--- config.mk ---
export PLATFORM = sky130hd
export DESIGN_NAME = store_unit_flat
export DESIGN_NICKNAME = d
export VERILOG_FILES = /design/src/rtl/store_unit_if.sv /design/src/rtl/store_unit.sv /design/src/flat_wrapper.sv
export SDC_FILE = /design/constraint.sdc
export NUM_CORES = 1
export LEC_CHECK = 0
export CAP_MARGIN = 0
export CORE_UTILIZATION = 40
export CTS_CLUSTER_DIAMETER = 120
export DETAILED_ROUTE_END_ITERATION = 8
export PLACE_DENSITY = 0.66
export SYNTH_ARGS = -nofsm -noshare
export SYNTH_HDL_FRONTEND = slang
export SYNTH_SLANG_ARGS = --single-unit
--- constraint.sdc ---
create_clock -name clk -period 3 [get_ports clk]
set_input_delay 0.75 -clock clk [delete_from_list [all_inputs] [get_ports clk]]
set_output_delay 0.75 -clock clk [all_outputs]
set_load 0.05 [all_outputs]
--- src/rtl/store_unit_if.sv ---
// Data-memory write bus between the store unit (master) and data memory (slave).
//   mem_req   master->slave  beat request, held until mem_ack
//   mem_we    master->slave  write strobe, mirrors mem_req
//   mem_addr  master->slave  word-aligned beat address
//   mem_wdata master->slave  lane-shifted write data, unselected lanes zero
//   mem_be    master->slave  byte enables, bit i = byte lane i
//   mem_ack   slave->master  one-cycle accept of the current beat
interface store_unit_if #(
  parameter int unsigned XLEN = 32
);
  logic            mem_req;
  logic            mem_we;
  logic [XLEN-1:0] mem_addr;
  logic [XLEN-1:0] mem_wdata;
  logic [3:0]      mem_be;
  logic            mem_ack;

  modport master (
    output mem_req, mem_we, mem_addr, mem_wdata, mem_be,
    input  mem_ack
  );

  modport slave (
    input  mem_req, mem_we, mem_addr, mem_wdata, mem_be,
    output mem_ack
  );
endinterface

--- src/rtl/store_unit.sv ---
// Store unit: takes one SB/SH/SW request from the core, computes byte enables
// and lane-shifted data, splits misaligned accesses into two aligned beats and
// runs the req/ack handshake to data memory with a per-beat timeout.
//   clk, rst_n   clock, asynchronous active-low reset
//   st_req       store request (sampled only when idle)
//   st_funct3    000 SB, 001 SH, 010 SW; anything else is illegal
//   st_addr      byte address
//   st_data      rs2 value; low byte/half/word is stored
//   st_busy      store in flight, core stalls
//   st_done      one-cycle pulse when the store has committed
//   st_err       one-cycle pulse on illegal funct3 or timeout
//   mem          data-memory write bus (master side)
module store_unit #(
  parameter int unsigned XLEN    = 32,
  parameter int unsigned TIMEOUT = 255
) (
  input  logic            clk,
  input  logic            rst_n,
  input  logic            st_req,
  input  logic [2:0]      st_funct3,
  input  logic [XLEN-1:0] st_addr,
  input  logic [XLEN-1:0] st_data,
  output logic            st_busy,
  output logic            st_done,
  output logic            st_err,
  store_unit_if.master    mem
);

  localparam int unsigned CNT_W = 8;

  typedef enum logic [1:0] {IDLE, BEAT0, BEAT1} state_t;

  state_t            state, state_d;
  logic [XLEN-1:0]   addr_q, addr_d;
  logic [XLEN-1:0]   data_q, data_d;
  logic [2:0]        f3_q, f3_d;
  logic [CNT_W-1:0]  cnt_q, cnt_d;

  logic              req_q, req_d;
  logic [XLEN-1:0]   maddr_q, maddr_d;
  logic [XLEN-1:0]   wdata_q, wdata_d;
  logic [3:0]        be_q, be_d;
  logic              busy_d, done_d, err_d;

  logic [XLEN-1:0]   src_addr, src_data, data_sel, base;
  logic [2:0]        src_f3;
  logic [1:0]        off;
  logic [3:0]        mask;
  logic [7:0]        be8;
  logic [2*XLEN-1:0] d64;
  logic              two_beat, legal_f3, timed_out;

  // Lane math: while idle it works on the incoming request, afterwards on the captured one
  always_comb begin
    src_addr = (state == IDLE) ? st_addr   : addr_q;
    src_data = (state == IDLE) ? st_data   : data_q;
    src_f3   = (state == IDLE) ? st_funct3 : f3_q;
    case (src_f3)
      3'b000:  mask = 4'b0001;
      3'b001:  mask = 4'b0011;
      default: mask = 4'b1111;
    endcase
    off      = src_addr[1:0];
    data_sel = src_data & {{8{mask[3]}}, {8{mask[2]}}, {8{mask[1]}}, {8{mask[0]}}};
    be8      = 8'({4'b0000, mask} << off);
    d64      = {{XLEN{1'b0}}, data_sel} << {off, 3'b000};
    base     = {src_addr[XLEN-1:2], 2'b00};
    two_beat = |be8[7:4];
  end

  assign legal_f3  = (st_funct3 == 3'b000) || (st_funct3 == 3'b001) || (st_funct3 == 3'b010);
  assign timed_out = (cnt_q == CNT_W'(TIMEOUT - 1));

  // Next state, captured request, timeout counter and next registered outputs
  always_comb begin
    state_d = state;
    addr_d  = addr_q;
    data_d  = data_q;
    f3_d    = f3_q;
    cnt_d   = CNT_W'(0);
    req_d   = 1'b0;
    maddr_d = XLEN'(0);
    wdata_d = XLEN'(0);
    be_d    = 4'b0000;
    done_d  = 1'b0;
    err_d   = 1'b0;

    case (state)
      IDLE: begin
        if (st_req) begin
          if (legal_f3) begin
            state_d = BEAT0;
            addr_d  = st_addr;
            data_d  = st_data;
            f3_d    = st_funct3;
          end else begin
            err_d = 1'b1;
          end
        end
      end
      BEAT0, BEAT1: begin
        // ack wins over expiry in the same cycle
        if (mem.mem_ack) begin
          if (state == BEAT0 && two_beat) begin
            state_d = BEAT1;
          end else begin
            state_d = IDLE;
            done_d  = 1'b1;
          end
        end else if (timed_out) begin
          state_d = IDLE;
          err_d   = 1'b1;
        end else begin
          cnt_d = cnt_q + CNT_W'(1);
        end
      end
      default: state_d = IDLE;
    endcase

    case (state_d)
      BEAT0: begin
        req_d   = 1'b1;
        maddr_d = base;
        be_d    = be8[3:0];
        wdata_d = d64[XLEN-1:0];
      end
      BEAT1: begin
        req_d   = 1'b1;
        maddr_d = base + XLEN'(4);
        be_d    = be8[7:4];
        wdata_d = d64[2*XLEN-1:XLEN];
      end
      default: ;
    endcase

    busy_d = (state_d != IDLE);
  end

  // State and output registers
  always_ff @(posedge clk or negedge rst_n) begin
    if (!rst_n) begin
      state   <= IDLE;
      addr_q  <= '0;
      data_q  <= '0;
      f3_q    <= '0;
      cnt_q   <= '0;
      req_q   <= 1'b0;
      maddr_q <= '0;
      wdata_q <= '0;
      be_q    <= '0;
      st_busy <= 1'b0;
      st_done <= 1'b0;
      st_err  <= 1'b0;
    end else begin
      state   <= state_d;
      addr_q  <= addr_d;
      data_q  <= data_d;
      f3_q    <= f3_d;
      cnt_q   <= cnt_d;
      req_q   <= req_d;
      maddr_q <= maddr_d;
      wdata_q <= wdata_d;
      be_q    <= be_d;
      st_busy <= busy_d;
      st_done <= done_d;
      st_err  <= err_d;
    end
  end

  assign mem.mem_req   = req_q;
  assign mem.mem_we    = req_q;
  assign mem.mem_addr  = maddr_q;
  assign mem.mem_wdata = wdata_q;
  assign mem.mem_be    = be_q;

endmodule

--- src/flat_wrapper.sv ---
// flat-port wrapper written by rule: the top's interface ports become plain ports
module store_unit_flat 
#(
  parameter int unsigned XLEN    = 32,
  parameter int unsigned TIMEOUT = 255
)
  (clk, rst_n, st_req, st_funct3, st_addr, st_data, st_busy, st_done, st_err, mem_mem_req, mem_mem_we, mem_mem_addr, mem_mem_wdata, mem_mem_be, mem_mem_ack);
  store_unit_if #(.XLEN(XLEN)) mem_i ();
  input  logic clk;
  input  logic rst_n;
  input  logic st_req;
  input  logic [2:0] st_funct3;
  input  logic [XLEN-1:0] st_addr;
  input  logic [XLEN-1:0] st_data;
  output logic st_busy;
  output logic st_done;
  output logic st_err;
  output wire logic [$bits(mem_i.mem_req)-1:0] mem_mem_req;
  output wire logic [$bits(mem_i.mem_we)-1:0] mem_mem_we;
  output wire logic [$bits(mem_i.mem_addr)-1:0] mem_mem_addr;
  output wire logic [$bits(mem_i.mem_wdata)-1:0] mem_mem_wdata;
  output wire logic [$bits(mem_i.mem_be)-1:0] mem_mem_be;
  input wire logic [$bits(mem_i.mem_ack)-1:0] mem_mem_ack;
  assign mem_mem_req = mem_i.mem_req;
  assign mem_mem_we = mem_i.mem_we;
  assign mem_mem_addr = mem_i.mem_addr;
  assign mem_mem_wdata = mem_i.mem_wdata;
  assign mem_mem_be = mem_i.mem_be;
  assign mem_i.mem_ack = mem_mem_ack;
  store_unit #(.XLEN(XLEN), .TIMEOUT(TIMEOUT)) u_core (.clk(clk), .rst_n(rst_n), .st_req(st_req), .st_funct3(st_funct3), .st_addr(st_addr), .st_data(st_data), .st_busy(st_busy), .st_done(st_done), .st_err(st_err), .mem(mem_i));
endmodule
==> out/results.txt <==
Summed over all layers, the routed wires come to 22400 um. The clock net in this run drives a total of 147 sinks. The width of the die came out at 144 um. The clock-pin slew on the worst setup and hold paths came out at 60 ps. The number of enable flip-flop cells after synthesis was 0; the fraction of registers with async set or reset after synthesis was 1.00. In the final routed layout, each cell accounts on average for 18.4 um. The tools report the number of primary I/O pins as 144. After layout, the minimum clock period comes to 2940 ps. Counting the buffers created by CTS gives 17.

Synthesis produced a netlist whose cell count is 753. The headroom to the max-slew limit was 0.376. For this design the static power due to leakage is 4.71 nW. After routing the design area is 10900 um^2. Row generation in the floorplan step produced 51 rows. The HPWL after detailed placement is 16300 um. The final antenna-violating net count was 0; the via count of the first global-routing pass was 6371. In the final design database the tool counted 1020 nets. STA classifies the critical path startpoint as a register.

The flow ran to the end, and the final reports show no timing, DRC or antenna violations. TritonCTS built the clock tree. For the number of pins exceeding their max-slew limit in the final report, the log shows 0.

By startpoint and endpoint, the worst setup path is classified as reg2reg. Clock tree root buffer cell: sky130_fd_sc_hd__clkbuf_16. Dividing total power by cell area gives a power density of 1110 nW/um^2. Endpoint class of the critical path: a register. The mean instance size in the synthesized netlist was 10.6 um^2; the signed area change from the synthesized netlist to the final layout was 35.7%.

Number of antenna violations at the first check in global routing: 1. After synthesis, the cell types taking the most area are sky130_fd_sc_hd__dfrtp_1, sky130_fd_sc_hd__mux2_2, sky130_fd_sc_hd__mux2i_1. The run gives 279 ps as the tightest hold margin.

For this run the aggregate overflow at the end of global routing stands at 0. Setup repair after global routing could not meet its margin everywhere. Static timing analysis puts the maximum clock frequency at 340 MHz.

Detail-routed via count per cell: 5.49. The tools report the number of different library cells in the post-synthesis netlist as 72. For the vias after detailed routing, the log shows 6690.

Most common flop cell mapped by yosys: sky130_fd_sc_hd__dfrtp_1. The count of buffers from port buffering was 141. The latest clock arrival within the worst-skew pair came out at 440 ps. The floorplan step defined a die boundary enclosing 20600 um^2. The first detailed-routing pass took 5 iterations. STA puts the critical path data required time at 3370 ps. After the first detailed-routing iteration, the DRC count stood at 433. Routability-driven placement finished with a final weighted congestion of 0.871. For the pin with the worst max-slew slack, the measured transition is 936 ps. The run gives 2 as the maximum clock insertion buffer count. Setup violations remaining at the end of the flow were counted as 0. The worst register-to-register path has a depth of 12.

For the filler cell count in the final layout, the log shows 1704. Synthesis inferred 147 register bits. In the routed design, unresolved DRC markers number 0. For the worst-case clock skew, the log shows 13.0 ps. Of all cell types, the one taking the most synthesized area is sky130_fd_sc_hd__dfrtp_1. The multi-input combinational cell area is 4190 um^2, and the final-layout setup total negative slack is 0 ps.

The run gives 3310 ps as the critical path arrival. The proportion of netlist area held by the largest area contributor was 0.459. The part of the Yosys area used for sequential elements was 0.459; the highest net fanout along the worst path was 8. The floorplan step defined a core boundary enclosing 19500 um^2.

For the post-detailed-placement cell area, the log shows 10100 um^2. The die is 144 um tall. Summing all flip-flop and latch instances after layout gives 3680 um^2. VDD sags by at most 0.000585 V. Summing every instance area after synthesis gives 8020 um^2. The kind of path behind the tightest hold check was in2async.

The first global-routing pass estimated 34600 um of wire. The tools report the initial core utilization as 0.411. Fraction of final layout cells sized beyond drive strength 1: 0.247. Entering global routing, the biggest net connects 66 pins. Across the run, the number of max-cap violations was 0. The portion of the clock cycle consumed by the worst path in the final layout is 0.981.

The global routing usage summed across all routing layers is 0.224, and the count of final hold-check violations is 0. Yosys printed 0 warnings. The H-tree was split into 4 levels.
==> worst max-delay path, cell delays in order, from the launching register on <==
cell                      delay (ps)
sky130_fd_sc_hd__dfrtp_1         390
sky130_fd_sc_hd__inv_2            70
sky130_fd_sc_hd__ha_4            220
sky130_fd_sc_hd__buf_4           150
sky130_fd_sc_hd__a21o_1          220
sky130_fd_sc_hd__a21oi_2         180
sky130_fd_sc_hd__o21ai_2         100
sky130_fd_sc_hd__o32a_1          410
sky130_fd_sc_hd__ha_4            340
sky130_fd_sc_hd__nand2_2          70
sky130_fd_sc_hd__buf_12          140
sky130_fd_sc_hd__or4_4           490
sky130_fd_sc_hd__nand3_1          90
==> timing repair <==
item                       4_1_cts  5_1_grt
cloned                           0        0
resized for setup                6       25
hold buffers                     0        0
setup endpoints to repair        8       49
buffers inserted                 2        5
pin swaps                        2        7
==> worst paths after layout <==
kind,startpoint,endpoint,slack (ps)
min,rst_n,u_core.cnt_q[3],280
max,u_core.state[1],u_core.mem.mem_addr[29],60
min reg2reg,u_core.data_q[23],u_core.data_q[23],500
max in group asynchronous,rst_n,u_core.data_q[15],1880
min in group clk,u_core.data_q[23],u_core.data_q[23],500
max reg2reg,u_core.state[1],u_core.mem.mem_addr[29],60
==> kinds of logic (layout without fill, tap and decap cells) <==
kind of cell,count (synthesis),count (layout),share of synthesized area
other,1,3,0.000468
AOI/OAI and AO/OA,182,182,0.158
xor gates and xnor gates,13,13,0.0142
muxes,136,136,0.183
and+or+nand+nor,204,204,0.132
DFF,147,147,0.459
buffers and inverters,60,258,0.0382
adders and majority gates,10,10,0.0156
==> cell type report <==
| class | count | share of cell area |
|---|---|---|
| diodes | 1 | 0.000230 |
| clock buffers | 19 | 0.0398 |
| clock inverters | 13 | 0.0127 |
| inverters | 9 | 0.00311 |
| multi-input cells | 547 | 0.386 |
| flip-flops and latches | 147 | 0.338 |
| well taps | 265 | 0.0305 |
| repair buffers | 217 | 0.190 |
==> sequential cells by signal, indices dropped and copies added, names as in the netlist <==
signal                count
u_core.mem.mem_be         4
u_core.addr_q            32
u_core.st_err             1
u_core.st_done            1
u_core.mem.mem_req        1
u_core.st_busy            1
u_core.mem.mem_wdata     32
u_core.f3_q               3
u_core.cnt_q              8
u_core.data_q            32
u_core.mem.mem_addr      30
u_core.state              2
==> where the power goes <==
part           leakage, nW  switching, W  total (W)  internal, W
Sequential            1.89      0.000471    0.00318      0.00271
Combinational         2.55       0.00393    0.00680      0.00287
Clock                0.261      0.000862    0.00208      0.00122
Total                 4.71       0.00526     0.0121      0.00680
==> routing by layer <==
metal,share of wire,GRT usage
met1,0.46,0.310
met2,0.46,0.351
met3,0.065,0.0497
met4,0.020,0.0655
met5,0,0
==> placed cells by master, fill, tap and decap left out, drive strengths merged, types with 8 or more instances in the layout <==
cell / instances
ha: 10
a211oi: 16
inv: 9
nand2: 49
mux2i: 53
nand4: 9
a31oi: 8
xnor2: 8
a21oi: 45
clkdlybuf4s50: 137
buf: 77
nor2: 49
clkbuf: 19
dfrtp: 147
mux2: 83
o2bb2ai: 10
nor3: 15
nand2b: 8
o32ai: 8
nand3: 36
o21ai: 26
o22ai: 22
==> per-stage QoR <==
| step | setup WS (ps) | total power, W | util | instances |
|---|---|---|---|---|
| 2_1_floorplan | 7.38 | 0.00770 | - | 754 |
| 3_3_place_gp | -528 | 0.00961 | 0.519 | 1178 |
| 3_5_place_dp | -584 | 0.00968 | 0.519 | 1178 |
| 4_1_cts | 3.04 | 0.0119 | 0.550 | 1212 |
| 5_1_grt | -15.9 | 0.0127 | 0.557 | 1217 |
| 6_report | 57.6 | 0.0121 | 0.557 | 1218 |
==> cells in the mapped netlist, drive strengths merged (3+ instances only) <==
cell type	number
dfrtp	147
o2bb2ai	10
nor4	5
nor2	49
buf	30
nor2b	4
nand3	36
o211ai	4
clkbuf	21
o22a	5
o32ai	8
and2	7
nand2b	8
a211oi	16
a21o	4
a31oi	8
a32oi	3
nand2	49
nor3	15
o21ai	26
o21a	7
ha	10
and3	3
nand3b	6
xnor2	8
o22ai	22
mux2	83
mux2i	53
nand4b	5
xor2	5
inv	9
a21oi	45
a22oi	5
nand4	9
Power figures use the tool's default switching activity.
